## config.mk

```make
export PLATFORM = sky130hd
export DESIGN_NAME = instruction_loader
export DESIGN_NICKNAME = d
export VERILOG_FILES = /design/src/rtl/instruction_loader_pkg.sv /design/src/rtl/loader_word_assembler.sv /design/src/rtl/instruction_loader.sv
export SDC_FILE = /design/constraint.sdc
export NUM_CORES = 1
export LEC_CHECK = 0
export CORE_MARGIN = 2
export CORE_UTILIZATION = 59
export DETAILED_ROUTE_END_ITERATION = 6
export HOLD_SLACK_MARGIN = 0.08
export PLACE_DENSITY = 0.88
export SLEW_MARGIN = 20
export SYNTH_ARGS = -nofsm -noshare
export SYNTH_HDL_FRONTEND = slang
export SYNTH_HIERARCHICAL = 1
export SYNTH_SLANG_ARGS = --single-unit
```

## constraint.sdc

```tcl
create_clock -name Clock -period 3.2 [get_ports Clock]
set_input_delay 0.64 -clock Clock [delete_from_list [all_inputs] [get_ports Clock]]
set_output_delay 0.64 -clock Clock [all_outputs]
set_load 0.02 [all_outputs]
```

## src/rtl/instruction_loader_pkg.sv

```systemverilog
// Shared loader definitions: frame sync byte, instruction width and loader state encodings.
// Sits alongside the MiniAlu ISA opcode defines.
package instruction_loader_pkg;

  localparam logic [7:0] LOADER_SYNC_BYTE = 8'hA5;
  localparam int         INSN_WIDTH       = 28;

  typedef enum logic [2:0] {
    ST_SYNC   = 3'd0,
    ST_LEN_HI = 3'd1,
    ST_LEN_LO = 3'd2,
    ST_DATA   = 3'd3,
    ST_WRITE  = 3'd4,
    ST_CHECK  = 3'd5,
    ST_DONE   = 3'd6,
    ST_ERROR  = 3'd7
  } loader_state_e;

endpackage

```

## src/rtl/loader_word_assembler.sv

```systemverilog
// Packs four payload bytes MSB-first into one instruction word and keeps the running
// XOR of every payload byte accepted since the last clear.
module loader_word_assembler
  import instruction_loader_pkg::*;
(
  input  logic                  clk,
  input  logic                  rst_n,
  input  logic                  clear_i,
  input  logic                  load_i,
  input  logic [7:0]            byte_i,
  output logic [INSN_WIDTH-1:0] word_o,
  output logic                  word_last_o,
  output logic                  nibble_err_o,
  output logic [7:0]            chk_o
);

  logic [INSN_WIDTH-1:0] word_q;
  logic [1:0]            idx_q;
  logic [7:0]            chk_q;

  // The upper nibble of byte 0 falls off the top after the fourth shift.
  always_ff @(posedge clk or negedge rst_n) begin
    if (!rst_n) begin
      word_q <= '0;
      idx_q  <= '0;
      chk_q  <= '0;
    end else if (clear_i) begin
      word_q <= '0;
      idx_q  <= '0;
      chk_q  <= '0;
    end else if (load_i) begin
      word_q <= {word_q[INSN_WIDTH-9:0], byte_i};
      idx_q  <= idx_q + 2'd1;
      chk_q  <= chk_q ^ byte_i;
    end
  end

  assign word_o       = word_q;
  assign word_last_o  = (idx_q == 2'd3);
  assign nibble_err_o = (idx_q == 2'd0) && (byte_i[7:4] != 4'd0);
  assign chk_o        = chk_q;

endmodule

```

## src/rtl/instruction_loader.sv

```systemverilog
// Loads a framed byte stream into the MiniAlu instruction RAM and releases the core
// only once a complete image with a matching checksum has been written.
module instruction_loader
  import instruction_loader_pkg::*;
#(
  parameter int ADDR_WIDTH = 16,
  parameter int DEPTH      = 256
) (
  input  logic                  Clock,
  input  logic                  Reset_n,
  input  logic [7:0]            iByte,
  input  logic                  iByteValid,
  output logic                  oByteReady,
  input  logic                  iStart,
  output logic                  oWriteEnable,
  output logic [ADDR_WIDTH-1:0] oWriteAddress,
  output logic [INSN_WIDTH-1:0] oWriteData,
  output logic                  oCoreReset,
  output logic                  oDone,
  output logic                  oError
);

  loader_state_e         state_q, state_d;
  logic [15:0]           count_q, count_d;
  logic [ADDR_WIDTH-1:0] word_q, word_d;
  logic                  ready_q, we_q, core_rst_q, done_q, err_q;

  logic                  xfer;
  logic                  asm_load, asm_clear, asm_last, asm_nib_err;
  logic [7:0]            asm_chk;
  logic [15:0]           cnt_full;
  logic [ADDR_WIDTH-1:0] word_inc;

  assign xfer = iByteValid & ready_q;

  loader_word_assembler u_asm (
    .clk          (Clock),
    .rst_n        (Reset_n),
    .clear_i      (asm_clear),
    .load_i       (asm_load),
    .byte_i       (iByte),
    .word_o       (oWriteData),
    .word_last_o  (asm_last),
    .nibble_err_o (asm_nib_err),
    .chk_o        (asm_chk)
  );

  always_comb begin
    state_d   = state_q;
    count_d   = count_q;
    word_d    = word_q;
    asm_load  = 1'b0;
    asm_clear = 1'b0;
    cnt_full  = {count_q[15:8], iByte};
    word_inc  = word_q + ADDR_WIDTH'(1);
    case (state_q)
      ST_SYNC: if (xfer && (iByte == LOADER_SYNC_BYTE)) state_d = ST_LEN_HI;
      ST_LEN_HI: if (xfer) begin
        count_d[15:8] = iByte;
        state_d       = ST_LEN_LO;
      end
      ST_LEN_LO: if (xfer) begin
        count_d = cnt_full;
        if ((cnt_full == 16'd0) || (32'(cnt_full) > 32'(DEPTH))) begin
          state_d = ST_ERROR;
        end else begin
          state_d   = ST_DATA;
          word_d    = '0;
          asm_clear = 1'b1;
        end
      end
      ST_DATA: if (xfer) begin
        asm_load = 1'b1;
        if (asm_nib_err)   state_d = ST_ERROR;
        else if (asm_last) state_d = ST_WRITE;
      end
      // Single-cycle bubble: the word counter doubles as the RAM address during the strobe.
      ST_WRITE: begin
        word_d  = word_inc;
        state_d = (word_inc == ADDR_WIDTH'(count_q)) ? ST_CHECK : ST_DATA;
      end
      ST_CHECK: if (xfer) state_d = (iByte == asm_chk) ? ST_DONE : ST_ERROR;
      ST_DONE, ST_ERROR: if (iStart) state_d = ST_SYNC;
      default: state_d = ST_SYNC;
    endcase
  end

  always_ff @(posedge Clock or negedge Reset_n) begin
    if (!Reset_n) begin
      state_q    <= ST_SYNC;
      count_q    <= '0;
      word_q     <= '0;
      ready_q    <= 1'b1;
      we_q       <= 1'b0;
      core_rst_q <= 1'b1;
      done_q     <= 1'b0;
      err_q      <= 1'b0;
    end else begin
      state_q    <= state_d;
      count_q    <= count_d;
      word_q     <= word_d;
      ready_q    <= (state_d == ST_SYNC) || (state_d == ST_LEN_HI) || (state_d == ST_LEN_LO) ||
                    (state_d == ST_DATA) || (state_d == ST_CHECK);
      we_q       <= (state_d == ST_WRITE);
      core_rst_q <= (state_d != ST_DONE);
      done_q     <= (state_d == ST_DONE);
      err_q      <= (state_d == ST_ERROR);
    end
  end

  assign oByteReady    = ready_q;
  assign oWriteEnable  = we_q;
  assign oWriteAddress = word_q;
  assign oCoreReset    = core_rst_q;
  assign oDone         = done_q;
  assign oError        = err_q;

endmodule

```

==> flow_results.org, run 1 <==
** Critical path
- Among cell families on the critical path, the largest total delay comes from compound AO/OA/AOI/OAI gates.
- Tracing the worst setup path back leads to its startpoint at iByte[1].
- Worst-path fanout max :: 16
- The critical path is of the input pin to flip-flop type.
- STA classifies the critical path startpoint as an input pin.
- Worst path cell trace :: clkdlybuf4s50_1, nor4_2, nand3_1, nand4b_1, nor3_1, o21ai_1, o21ai_0, o31ai_1
- Critical-path top delay cell :: sky130_fd_sc_hd__o21ai_1
- Data on the critical path is required at its endpoint by 3.46 ns.
- The startpoint identified for the worst register-to-register timing path is oWriteAddress[0]$_DFFE_PN0P_.
- Crit path DAT :: 3.22 ns
- CP Buf/Inv Count :: 1
- CP endpoint kind :: flip-flop
- The largest single stage delay on the critical path is 0.81 ns.

** Floorplanning
- Once the floorplan was initialized, standard cells occupied 61.36% of the core.
- The die covers 7794 um^2.
- The floorplan step set the die width to 88.29 um.
- After floorplanning, the core was sized to cover 6832 um^2.
- Die H :: 88.29 um
- Ports :: 61
- Number of standard-cell rows in the floorplan :: 30

** Timing
- Worst slew pin tran :: 1.050 ns
- Maximum clock frequency :: 337.4 MHz
- The max-slew violation total from the final report came to 0.
- # setup viols final :: 0
- In the final timing run, aggregate negative setup slack is 0 ns.
- Final worst path period share :: 92.62%
- The worst path meets setup with 0.2361 ns of slack.
- Headroom to the max-slew limit came out at 29.53%.
- Clock Skew :: 0.009633 ns
- Setup repair after global routing left no endpoint under its margin.
- Number of failing hold endpoints at the final stage :: 0
- The clock period could shrink to 2.964 ns.

** Clocking
- Clock tree from TritonCTS :: built
- The clock net in this run drives a total of 78 sinks.
- Once the clock tree was built, the setup fixing pass inserted 0 buffers.
- Clock latency on the worst-skew pair :: 0.35 ns
- CTS Buffer Depth :: 2
- Total number of H-tree levels :: 3
- The cell sitting at the root of the clock tree is a sky130_fd_sc_hd__clkbuf_8.
- In this run, post-CTS hold repair placed 0 buffers.
- Counting the buffers created by CTS gives 9.
- Clock-pin slew was measured on the worst setup and hold paths at 0.09 ns.
- Gates resized during post-CTS repair numbered 0.

** GRT
- The first global-routing pass estimated 15640 um of wire.
- Global routing consumed, over all layers together, 26.02% of the routing resources.
- Met1 capacity usage during global routing :: 34.51%
- GR Overflow Total :: 0
- The via count of the first global-routing pass came to 3184.
- Global routing consumed, on the met3 layer, 4.944% of the routing resources.
- Number of antenna violations at the first check in global routing :: 0
- Busiest metal layer after global routing :: met2
- Met2 usage in global routing :: 42.24%
- Entering global routing, the biggest net connects 79 pins.

** Flow run
- The tool flagged a number of max-cap violations equal to 0.

** Pwr
- Leakage dissipation :: 2.109 nW
- Total power for the finished layout comes to 5.304 mW.
- Dividing total power by cell area gives a power density of 1042 nW/um^2.
- The worst-case IR drop observed on VDD is 0.6240 mV.

** Yosys
- In the synthesized netlist the async set-or-reset flop fraction comes to 100.0%.
- After synthesis, flip-flops and latches occupy 46.63% of the total area.
- In this run, synthesis inferred 0 flip-flops with an integrated enable.
- During synthesis, Yosys emitted a total of 6 warnings.
- Counting every net in the synthesized netlist gives 415.
- Syn_area_per_cell :: 10.48 um^2
- Cell Area, Synth :: 4192 um^2
- Count of cell types in the netlist :: 57
- The most used flip-flop cell after synthesis is sky130_fd_sc_hd__dfrtp_1.
- After technology mapping, the gate count stands at 400.
- The synthesized design contains 78 register bits.

** Place
- Once placement finished, the instance area stood at 4843 um^2.
- Final Wtd Congestion :: 0.8906
- Count of input and output buffers :: 60
- Summed over all nets, the half-perimeter wirelength after detailed placement is 6567 um.
- Post-placement cell count :: 544
- Post-Place Setup Slack :: -0.1415 ns

** Layout
- Fraction of final layout cells sized beyond drive strength 1 :: 14.44%
- The number of antenna diodes in the final layout is 0.
- Final Instance Area :: 5092 um^2
- From synthesis to final layout, the design area changed by 21.49%.
- After the flow finishes, the layout carries non-filler instances totaling 560.
- Most frequent cells in the layout :: sky130_fd_sc_hd__dfrtp_1 (76), sky130_fd_sc_hd__clkdlybuf4s50_1 (59), sky130_fd_sc_hd__nor2_1 (43), sky130_fd_sc_hd__mux2i_1 (32)
- Most common cell after layout, fill and taps aside :: sky130_fd_sc_hd__dfrtp_1
- Total of fill cells in the finished design :: 498
- At the end of the flow, the number of nets in the layout was 474.

** Route
- In the final routed layout, each cell accounts on average for 17.18 um.
- After detailed routing, the number of vias per cell comes to 5.789.
- Final routed wirelength across all metal layers :: 9621 um
- Across all layers, the routed design uses 3242 vias.
- The detailed router finished its first iteration with 205 violations.
- In the routed design, unresolved DRC markers number 0.
- In this run the remaining antenna-violating nets after routing total 0.
- Detailed-routing iteration count for the pre-antenna-repair pass :: 5

** Outcome
- The flow ran to the end, and the final reports show no timing, DRC or antenna violations.

** Min path
- The worst hold path belongs to the class input pin to async pin.
[layer usage]
metal / vias to the layer above / routed length [um]
met5: - / 0
met4: 0 / 198
met3: 22 / 477
met2: 114 / 4741
met1: 1577 / 4203
li1: 1529 / -
[power breakdown]
| part | switching, mW | leakage, nW | internal, mW | total, mW |
|---|---|---|---|---|
| sequential | 0.537 | 0.975 | 1.44 | 1.98 |
| combinational | 1.21 | 1.02 | 1.20 | 2.41 |
| clock | 0.392 | 0.112 | 0.521 | 0.912 |
| total | 2.14 | 2.11 | 3.16 | 5.30 |
[per-stage QoR]
step	util, %	hold slack (ns)
after floorplan	-	0.3444
after global placement	70.90	0.5024
after detailed placement	70.90	0.5152
after CTS	74.49	0.4852
after global routing	74.54	0.3698
final	74.54	0.3035
[sequential cells by signal, indices dropped and copies added (netlist names)]
signal         cells
count_q           16
oDone              1
oByteReady         1
state_q            3
oWriteAddress     16
u_asm/word_o      28
oError             1
u_asm/chk_o        8
oWriteEnable       1
oCoreReset         1
u_asm/idx_q        2
[logic make-up (layout without fill, tap and decap cells)]
logic type	count (synthesis)	after routing	share of synthesized area (%)
XOR/XNOR	33	33	6.896
flip-flops	78	78	46.63
multiplexers	47	47	11.67
AO/OA/AOI/OAI	77	77	11.97
buffers and inverters	30	94	4.716
AND/OR/NAND/NOR	132	132	17.22
adder cells (fa/ha/maj)	3	3	0.8956
[Yosys cell counts, types with 3 or more instances]
master / number / area, um^2
sky130_fd_sc_hd__dfrtp_1: 76 / 1902
sky130_fd_sc_hd__nor2_1: 44 / 165.2
sky130_fd_sc_hd__mux2i_1: 32 / 320.3
sky130_fd_sc_hd__nand2_1: 30 / 112.6
sky130_fd_sc_hd__o21ai_0: 30 / 150.1
sky130_fd_sc_hd__xnor2_1: 19 / 166.4
sky130_fd_sc_hd__mux2_2: 15 / 168.9
sky130_fd_sc_hd__a21oi_1: 14 / 70.07
sky130_fd_sc_hd__xor2_1: 14 / 122.6
sky130_fd_sc_hd__nand3b_1: 9 / 67.56
sky130_fd_sc_hd__buf_6: 8 / 90.09
sky130_fd_sc_hd__clkbuf_1: 7 / 26.28
sky130_fd_sc_hd__inv_1: 7 / 26.28
sky130_fd_sc_hd__a21bo_2: 6 / 60.06
sky130_fd_sc_hd__and2_1: 6 / 37.54
sky130_fd_sc_hd__nor3_1: 6 / 30.03
sky130_fd_sc_hd__buf_2: 5 / 25.02
sky130_fd_sc_hd__nand3_1: 5 / 25.02
sky130_fd_sc_hd__nor4_1: 5 / 31.28
sky130_fd_sc_hd__o31ai_1: 5 / 37.54
sky130_fd_sc_hd__nand4_1: 4 / 25.02
sky130_fd_sc_hd__a31oi_1: 3 / 18.77
sky130_fd_sc_hd__and3_1: 3 / 18.77
sky130_fd_sc_hd__ha_1: 3 / 37.54
sky130_fd_sc_hd__nor2b_1: 3 / 18.77
[cell type report]
type                    count  area (um^2)  share of cell area [%]
flip-flops and latches     78         1954                   38.38
inverters                   7        26.28                  0.5160
repair buffers             71        696.9                   13.69
clock inverters             7        121.4                   2.383
well taps                  96        120.1                   2.359
multi-input cells         292         2049                   40.25
clock buffers               9        123.9                   2.432
[path summary, 6_finish.rpt]
path                                                  to  slack, ns  cells after the start
setup reg to reg                    state_q[1]$_DFF_PN0_       0.87                      8
hold reg to reg            oWriteAddress[15]$_DFFE_PN0P_       0.53                      1
setup / recovery           oWriteAddress[14]$_DFFE_PN0P_       0.24                      8
hold / removal              oWriteAddress[6]$_DFFE_PN0P_       0.30                      1
min in group Clock         oWriteAddress[15]$_DFFE_PN0P_       0.53                      1
max in group asynchronous         count_q[3]$_DFFE_PN0P_       2.39                      1
Power figures use the tool's default switching activity.
==> inputs of run 2 (changes only) <==
Settings changed: PLACE_DENSITY 0.88 to 0.89.
Clock period 3.2 ns to 3.7 ns, I/O delays scaled along.
==> run 2 against run 1 <==
  * Sequential cell count is the same
  * Final area shrank 1.2%
  * Worst setup slack gained 0.75 ns
  * Register-to-register slack gained 0.44 ns
==> flow_results.org, run 2 (synthesized netlist as in run 1, its figures left out) <==
** Clocking
- Clock root buffer master :: sky130_fd_sc_hd__clkbuf_8
- Clock tree from TritonCTS :: built
- Total number of H-tree levels :: 3 (unchanged)
- The number of gates resized after cts came to 0 (unchanged).
- The number of CTS-inserted buffers came to 9 (unchanged).
- The later-pin clock latency in the skew report came to 0.35 ns (about the same).
- Setup Fix Bufs, Post-CTS :: 0 (unchanged)
- # clock sinks :: 78 (unchanged)
- CTS Buffer Depth :: 2 (unchanged)
- The clock transition at the registers of the reported paths is 0.08 ns (about the same).
- Total of hold buffers inserted after clock tree synthesis :: 0 (unchanged)

** Layout
- The library cells used most frequently in the layout, excluding fill and tap cells, are sky130_fd_sc_hd__dfrtp_1 (76), sky130_fd_sc_hd__clkdlybuf4s50_1 (59), sky130_fd_sc_hd__nor2_1 (43), sky130_fd_sc_hd__mux2i_1 (32).
- The count of non-filler cells in the finished layout came to 559 (-0.18%).
- Fraction of final layout cells sized beyond drive strength 1 :: 14.47% (+0.031 points)
- The number of flip-flops under the largest register name was 28 (unchanged).
- Final Instance Area :: 5034 um^2 (-1.2%)
- The number of antenna diodes came to 0 (unchanged).
- Net total in the final layout :: 473 (-0.21%)
- Fin util :: 73.68% (-0.86 points)
- Relative to the synthesized area, the layout overhead comes to 20.09%.
- Most common cell after layout, fill and taps aside :: sky130_fd_sc_hd__dfrtp_1

** Place
- Post-placement cell count :: 543 (-0.18%)
- The count of input and output buffers was 60 (unchanged).
- Placed inst area :: 4823 um^2 (-0.41%)
- The pre-CTS worst setup slack is 0.3245 ns (+0.4660 ns).
- The placed wire-length estimate came to 6407 um (-2.4%).
- Final Wtd Congestion :: 0.9420 (+5.8%)

** Route
- The mean routed wirelength per cell was 16.76 um (-2.5%).
- Antenna-violating nets left :: 0 (unchanged)
- Detailed-routing iteration count for the pre-antenna-repair pass :: 4 (-1)
- Detailed-route via count :: 3207 (-1.1%)
- DRT iter0 DRCs :: 238 (+16%)
- Post-route DRC violation count :: 0 (unchanged)
- The average vias per placed instance was 5.737 (-0.90%).
- The total wire length came to 9368 um (-2.6%).

** Floorplanning
- Area of the die :: 7794 um^2 (unchanged)
- The core region area came to 6832 um^2 (unchanged).
- The placement row count is 30 (unchanged).
- The effective utilization at floorplan is 61.36% (unchanged).
- DIE WIDTH :: 88.29 um (unchanged)
- Ports :: 61 (unchanged)
- Die H :: 88.29 um (unchanged)

** Timing
- Number of pins with negative max-slew slack in the final report :: 0 (unchanged)
- Maximum clock frequency :: 367.9 MHz
- The tightest hold margin came to 0.5337 ns (+0.2302 ns).
- Total Neg Setup Slack :: 0 ns (unchanged)
- Number of failing hold endpoints at the final stage :: 0 (unchanged)
- Relative slew slack :: 37.62% (+8.1 points)
- The worst path uses 73.47% of the clock period.
- Clock Skew :: 0.007940 ns (-0.001693 ns)
- # setup viols final :: 0 (unchanged)
- Setup repair after global routing missed its margin :: false
- Worst slew pin tran :: 0.9357 ns (-0.1143 ns)
- The final worst slack was 0.9817 ns (+0.7457 ns).
- Period minus WS final :: 2.718 ns

** Critical path
- The worst setup path is of the input pin to flip-flop kind.
- The highest cell delay on the worst timing path is 0.56 ns (-0.25 ns).
- Worst-path fanout max :: 16 (unchanged)
- Kind of cell adding the most delay to the critical path :: simple AND/OR/NAND/NOR gates
- Worst EP required :: 3.91 ns (+0.45 ns)
- STA classifies the critical path startpoint as an input pin.
- The arrival time at the worst endpoint is 2.92 ns (-0.30 ns).
- Critical-path top delay cell :: sky130_fd_sc_hd__clkdlybuf4s50_1
- Setup slack, reg-to-reg :: 1.31 ns (+0.44 ns)
- The worst setup path is captured at a flip-flop.
- Worst path cell trace :: clkdlybuf4s50_1, nor4_2, a21oi_1, nand4b_1, nor3_1, o21ai_2, o21ai_0, o31ai_1
- The number of logic stages on the critical path including buffering came to 8 (unchanged).
- The path depth of the worst reg2reg path is 8 (unchanged).
- CP Buf/Inv Count :: 1 (unchanged)

** Flow run
- Max-Cap Viols :: 0 (unchanged)

** Outcome
- Run status :: finished, final reports clean

** GRT
- Met2 usage in global routing :: 42.04% (-0.21 points)
- GR Overflow Total :: 0 (unchanged)
- The number of antenna violations at the first check in global routing was 0 (unchanged).
- Via count of the first global-routing pass :: 3176 (-0.25%)
- Maximum number of pins on one net before global-route repair :: 79 (unchanged)
- Busiest metal layer after global routing :: met2
- The all-layer global routing usage came to 26.12% (+0.093 points).
- The met3 demand-to-capacity share in global routing came to 5.877% (+0.93 points).
- Met1 capacity usage during global routing :: 34.64% (+0.14 points)
- The global-route wire length before repair came to 15550 um (-0.58%).

** Min path
- The path class of the tightest hold or removal check is flip-flop to flip-flop.
- Counting instances, the worst hold path has a depth of 1.

** Pwr
- Power consumption :: 4.443 mW (-16%)
- Max IR drop VDD :: 0.6499 mV (+4.1%)
- The power per cell area is 882.6 nW/um^2 (-15%).
- The static power due to leakage was 2.091 nW (-0.84%).
run 2: cell types whose count changed in the layout (fill, tap and decap cells not counted):
cell                         before  now
sky130_fd_sc_hd__buf_12           1    0
sky130_fd_sc_hd__buf_4           10   11
sky130_fd_sc_hd__buf_6            1    0
sky130_fd_sc_hd__bufinv_16        3    1
sky130_fd_sc_hd__clkbuf_8         9   10
sky130_fd_sc_hd__clkinv_2         0    1
sky130_fd_sc_hd__clkinv_4         0    2
sky130_fd_sc_hd__clkinvlp_4       3    1
sky130_fd_sc_hd__o21ai_1          2    1
sky130_fd_sc_hd__o21ai_2          0    1
run 2: path summary, 6_finish.rpt:
path | start | end
max in group asynchronous | Reset_n | count_q[7]$_DFFE_PN0P_
setup reg to reg | oWriteAddress[0]$_DFFE_PN0P_ | state_q[1]$_DFF_PN0_
hold / removal | count_q[7]$_DFFE_PN0P_ | count_q[7]$_DFFE_PN0P_
min in group asynchronous | Reset_n | u_asm/word_o[21]$_DFFE_PN0P_
setup / recovery | iByte[1] | oWriteAddress[7]$_DFFE_PN0P_
hold reg to reg | count_q[7]$_DFFE_PN0P_ | count_q[7]$_DFFE_PN0P_
run 2: layout make-up:
| class | count | area (um^2) |
|---|---|---|
| well taps | 96 | 120.1 |
| flip-flops and latches | 78 | 1954 |
| clock inverters | 6 | 68.82 |
| multi-input cells | 292 | 2053 |
| fillers | 473 | 1798 |
| clock buffers | 10 | 137.6 |
| inverters | 7 | 26.28 |
| repair buffers | 70 | 673.1 |
run 2: worst register-to-register path, stage by stage (launching register included):
cell                       delay, ns
sky130_fd_sc_hd__dfrtp_1        0.48
sky130_fd_sc_hd__ha_1           0.31
sky130_fd_sc_hd__and4_2         0.27
sky130_fd_sc_hd__and3_1         0.25
sky130_fd_sc_hd__mux2_2         0.28
sky130_fd_sc_hd__mux2i_1        0.16
sky130_fd_sc_hd__o211ai_1       0.12
sky130_fd_sc_hd__nor4_2         0.27
sky130_fd_sc_hd__o21bai_1       0.11
run 2: report_power, final:
group	total, mW	switching (mW)	internal (mW)
logic	2.08	1.05	1.03
clock network	0.657	0.323	0.333
registers	1.71	0.457	1.25
total	4.44	1.83	2.61
run 2: metal layers:
| metal | vias to the layer above | wire length [um] |
|---|---|---|
| li1 | 1522 | - |
| met1 | 1577 | 4080 |
| met2 | 92 | 4682 |
| met3 | 16 | 431 |
| met4 | 0 | 174 |
| met5 | - | 0 |
==> inputs of run 3 (changes only) <==
Settings changed: CORE_UTILIZATION 59 to 49, PLACE_DENSITY 0.89 to 0.79.
Clock period 3.7 ns to 2.2 ns, I/O delays scaled along.
==> run 3 against run 2 <==
  * Total power increased by 76%
  * Via count increased by 1.8%
  * Global-route usage down 3.6 points
==> flow_results.org, run 3 (synthesized netlist as in run 1, its figures left out) <==
** Outcome
- The flow ran to the end, and the final reports show no timing, DRC or antenna violations.

** Route
- The number of DRC violations after detailed routing is 0 (unchanged).
- The total vias in the final route came to 3266 (+1.8%).
- The mean routed wirelength per cell came to 16.23 um (-3.2%).
- The number of antenna-violating nets in the routed design was 0 (unchanged).
- The number of optimization iterations in the first detailed-route pass came to 4 (unchanged).
- Final routed wirelength across all metal layers :: 9704 um (+3.6%)
- The number of DRC markers after the initial detailed-route iteration came to 161 (-32%).
- The average vias per placed instance came to 5.462 (-4.8%).

** Clocking
- # clock sinks :: 78 (unchanged)
- Clock latency on the worst-skew pair :: 0.35 ns (about the same)
- The clock transition at the registers of the reported paths is 0.08 ns (about the same).
- CTS Buffer Depth :: 2 (unchanged)
- In this run the clock root is driven by a sky130_fd_sc_hd__clkbuf_8.
- TritonCTS built the clock tree.
- The number of CTS-inserted buffers was 9 (unchanged).
- Total number of H-tree levels :: 3 (unchanged)

** Timing
- The maximum clock skew at final layout came to 0.006567 ns (-0.001373 ns).
- Setup repair after global routing could not meet its margin everywhere.
- # setup viols final :: 0 (unchanged)
- Period minus WS final :: 2.123 ns
- Of the available clock period, the critical path in the final layout requires 96.49%.
- Number of pins with negative max-slew slack in the final report :: 0 (unchanged)
- The worst slew margin relative to its limit was 64.64% (+27 points).
- The final hold violation count came to 0 (unchanged).
- Worst slew pin tran :: 0.5291 ns (-0.4066 ns)
- Static timing analysis puts the maximum clock frequency at 471.1 MHz.

** Pwr
- Combinational share of power :: 49.7% (+2.9 points)
- The total power after layout was 7.826 mW (+76%).
- The power share of the sequential group came to 35.0% (-3.4 points).
- The peak supply drop was 0.7504 mV (+15%).
- The relative contribution of the clock network to total power was 15.3% (+0.5 points).
- The power dissipated by switching net loads was 3.154 mW (+72%).
- The switching fraction of total power was 40.31% (-0.92 points).
- Pwr/cell area :: 1456 nW/um^2 (+65%)
- Leakage dissipation :: 2.280 nW (+9.0%)
- Internal Dissipation :: 4.671 mW (+79%)

** Place
- The count of input and output buffers is 60 (unchanged).
- Final Wtd Congestion :: 0.9054 (-3.9%)
- Post-detail-place hpwl :: 6820 um (+6.5%)

** Floorplanning
- The effective utilization at floorplan is 50.76% (-11 points).
- The placement row count came to 33 (+10%).
- The area of the die came to 9310 um^2 (+19%).
- DIE WIDTH :: 96.49 um (+9.3%)
- Die H :: 96.49 um (+9.3%)
- Area of the core :: 8258 um^2 (+21%)
- The number of top-level design ports came to 61 (unchanged).

** Flow run
- Max-Cap Viols :: 0 (unchanged)

** Critical path
- Worst-path fanout max :: 4 (-12)
- The arrival time at the worst endpoint was 2.34 ns (-0.58 ns).
- Critical path type :: flip-flop to flip-flop
- CP endpoint kind :: flip-flop
- The endpoint required time on the critical path is 2.42 ns (-1.49 ns).
- Critical path startpoint category :: flip-flop

** Layout
- The number of antenna diodes was 0 (unchanged).
- The count of nets after finishing is 503 (+6.3%).
- The final standard cell utilization of the core came to 65.11% (-8.6 points).
- Most frequent cells in the layout :: sky130_fd_sc_hd__dfrtp_1 (73), sky130_fd_sc_hd__clkdlybuf4s50_1 (57), sky130_fd_sc_hd__nor2_1 (43), sky130_fd_sc_hd__buf_4 (36), sky130_fd_sc_hd__mux2i_1 (32)
- Compared with the post-synthesis result, the final layout area differs by 28.27%.
- Fraction of final layout cells sized beyond drive strength 1 :: 21.30% (+6.8 points)
- Most common cell after layout, fill and taps aside :: sky130_fd_sc_hd__dfrtp_1
- Number of flip-flops under the largest register name :: 28 (unchanged)

** GRT
- The sum of overflow across all layers after global routing is 0 (unchanged).
- The global-route wire length before repair is 16210 um (+4.2%).
- The all-layer global routing usage is 22.51% (-3.6 points).
- Via count of the first global-routing pass :: 3334 (+5.0%)
- The largest net degree at the start of global routing is 47 (-41%).
- The number of antenna violations at the first check in global routing is 0 (unchanged).

** Min path
- In this run the worst hold path is classified as flip-flop to flip-flop.
## run 3: changes by cell type in the layout (fill, tap and decap cells not counted), moves of 2 or more
cell / previous run / this run
sky130_fd_sc_hd__buf_4: 11 / 36
sky130_fd_sc_hd__clkdlybuf4s50_1: 59 / 57
sky130_fd_sc_hd__dfrtp_1: 76 / 73
sky130_fd_sc_hd__buf_12: 0 / 3
sky130_fd_sc_hd__o21ai_0: 30 / 26
sky130_fd_sc_hd__o21ai_1: 1 / 5
sky130_fd_sc_hd__dfrtp_2: 0 / 3
sky130_fd_sc_hd__dlymetal6s2s_1: 0 / 2
## run 3: per-stage QoR
step	worst slack, ns	hold slack [ns]	instance area, um^2	TNS (ns)	cells
5_1_grt	-0.06400	0.5602	5376	-0.09246	598
4_1_cts	0.01921	0.5460	5325	0	598
6_report	0.07712	0.5394	5376	0	598
2_1_floorplan	0.04654	0.1444	4193	0	400
3_3_place_gp	-0.2283	0.4360	5084	-8.584	580
3_5_place_dp	-0.2783	0.4499	5084	-9.444	580
## run 3: worst paths after layout
check,startpoint,end,slack (ns),cells after the start
min reg2reg,u_asm/word_o[27]$_DFFE_PN0P_,u_asm/word_o[27]$_DFFE_PN0P_,0.54,2
max reg2reg,oWriteAddress[7]$_DFFE_PN0P_,state_q[1]$_DFF_PN0_,0.08,7
min,u_asm/word_o[27]$_DFFE_PN0P_,u_asm/word_o[27]$_DFFE_PN0P_,0.54,2
max,oWriteAddress[7]$_DFFE_PN0P_,state_q[1]$_DFF_PN0_,0.08,7
min in group asynchronous,Reset_n,oWriteAddress[4]$_DFFE_PN0P_,0.59,2
max in group asynchronous,Reset_n,oByteReady$_DFF_PN1_,0.97,3
## run 3: final cells by class
| type | instances | area [um^2] |
|---|---|---|
| sequential | 78 | 1958 |
| clock buffer | 9 | 123.9 |
| clock inverter | 7 | 98.84 |
| timing repair buffer | 100 | 947.2 |
| inverter | 7 | 26.28 |
| tap | 105 | 131.4 |
| multi-input combinational | 292 | 2091 |
| fill | 666 | 2882 |
## run 3: per-layer routing
metal	global-route usage, %	wire [um]	vias up
met5	0	0	-
met4	7.277	143	0
met3	4.732	466	11
met2	36.81	4764	75
met1	30.05	4329	1603
li1	-	-	1577
## run 3: critical path, stage by stage (launching register included)
cell                       delay (ns)
sky130_fd_sc_hd__dfrtp_1         0.41
sky130_fd_sc_hd__nand4_2         0.19
sky130_fd_sc_hd__nor4_4          0.44
sky130_fd_sc_hd__nor3b_1         0.12
sky130_fd_sc_hd__a311oi_2        0.29
sky130_fd_sc_hd__o21ai_2         0.13
sky130_fd_sc_hd__nor4_4          0.33
sky130_fd_sc_hd__o21bai_1        0.10
## run 3: repair_timing
item | in CTS | in global routing
setup buffers | 1 | 0
endpoints found under the hold margin | 37 | 0
pin swaps | 1 | 6
endpoints found under the setup margin | 2 | 16
gates resized for setup | 1 | 17
hold buffers | 1 | 0
## run 3: power by group through the flow
stage	logic (mW)	clock network, mW	registers [mW]
6_report	3.89	1.19	2.74
3_3_place_gp	3.69	0	2.69
2_1_floorplan	2.02	0	3.09
5_1_grt	4.24	1.27	2.84
3_5_place_dp	3.80	0	2.74
4_1_cts	3.84	1.21	2.73
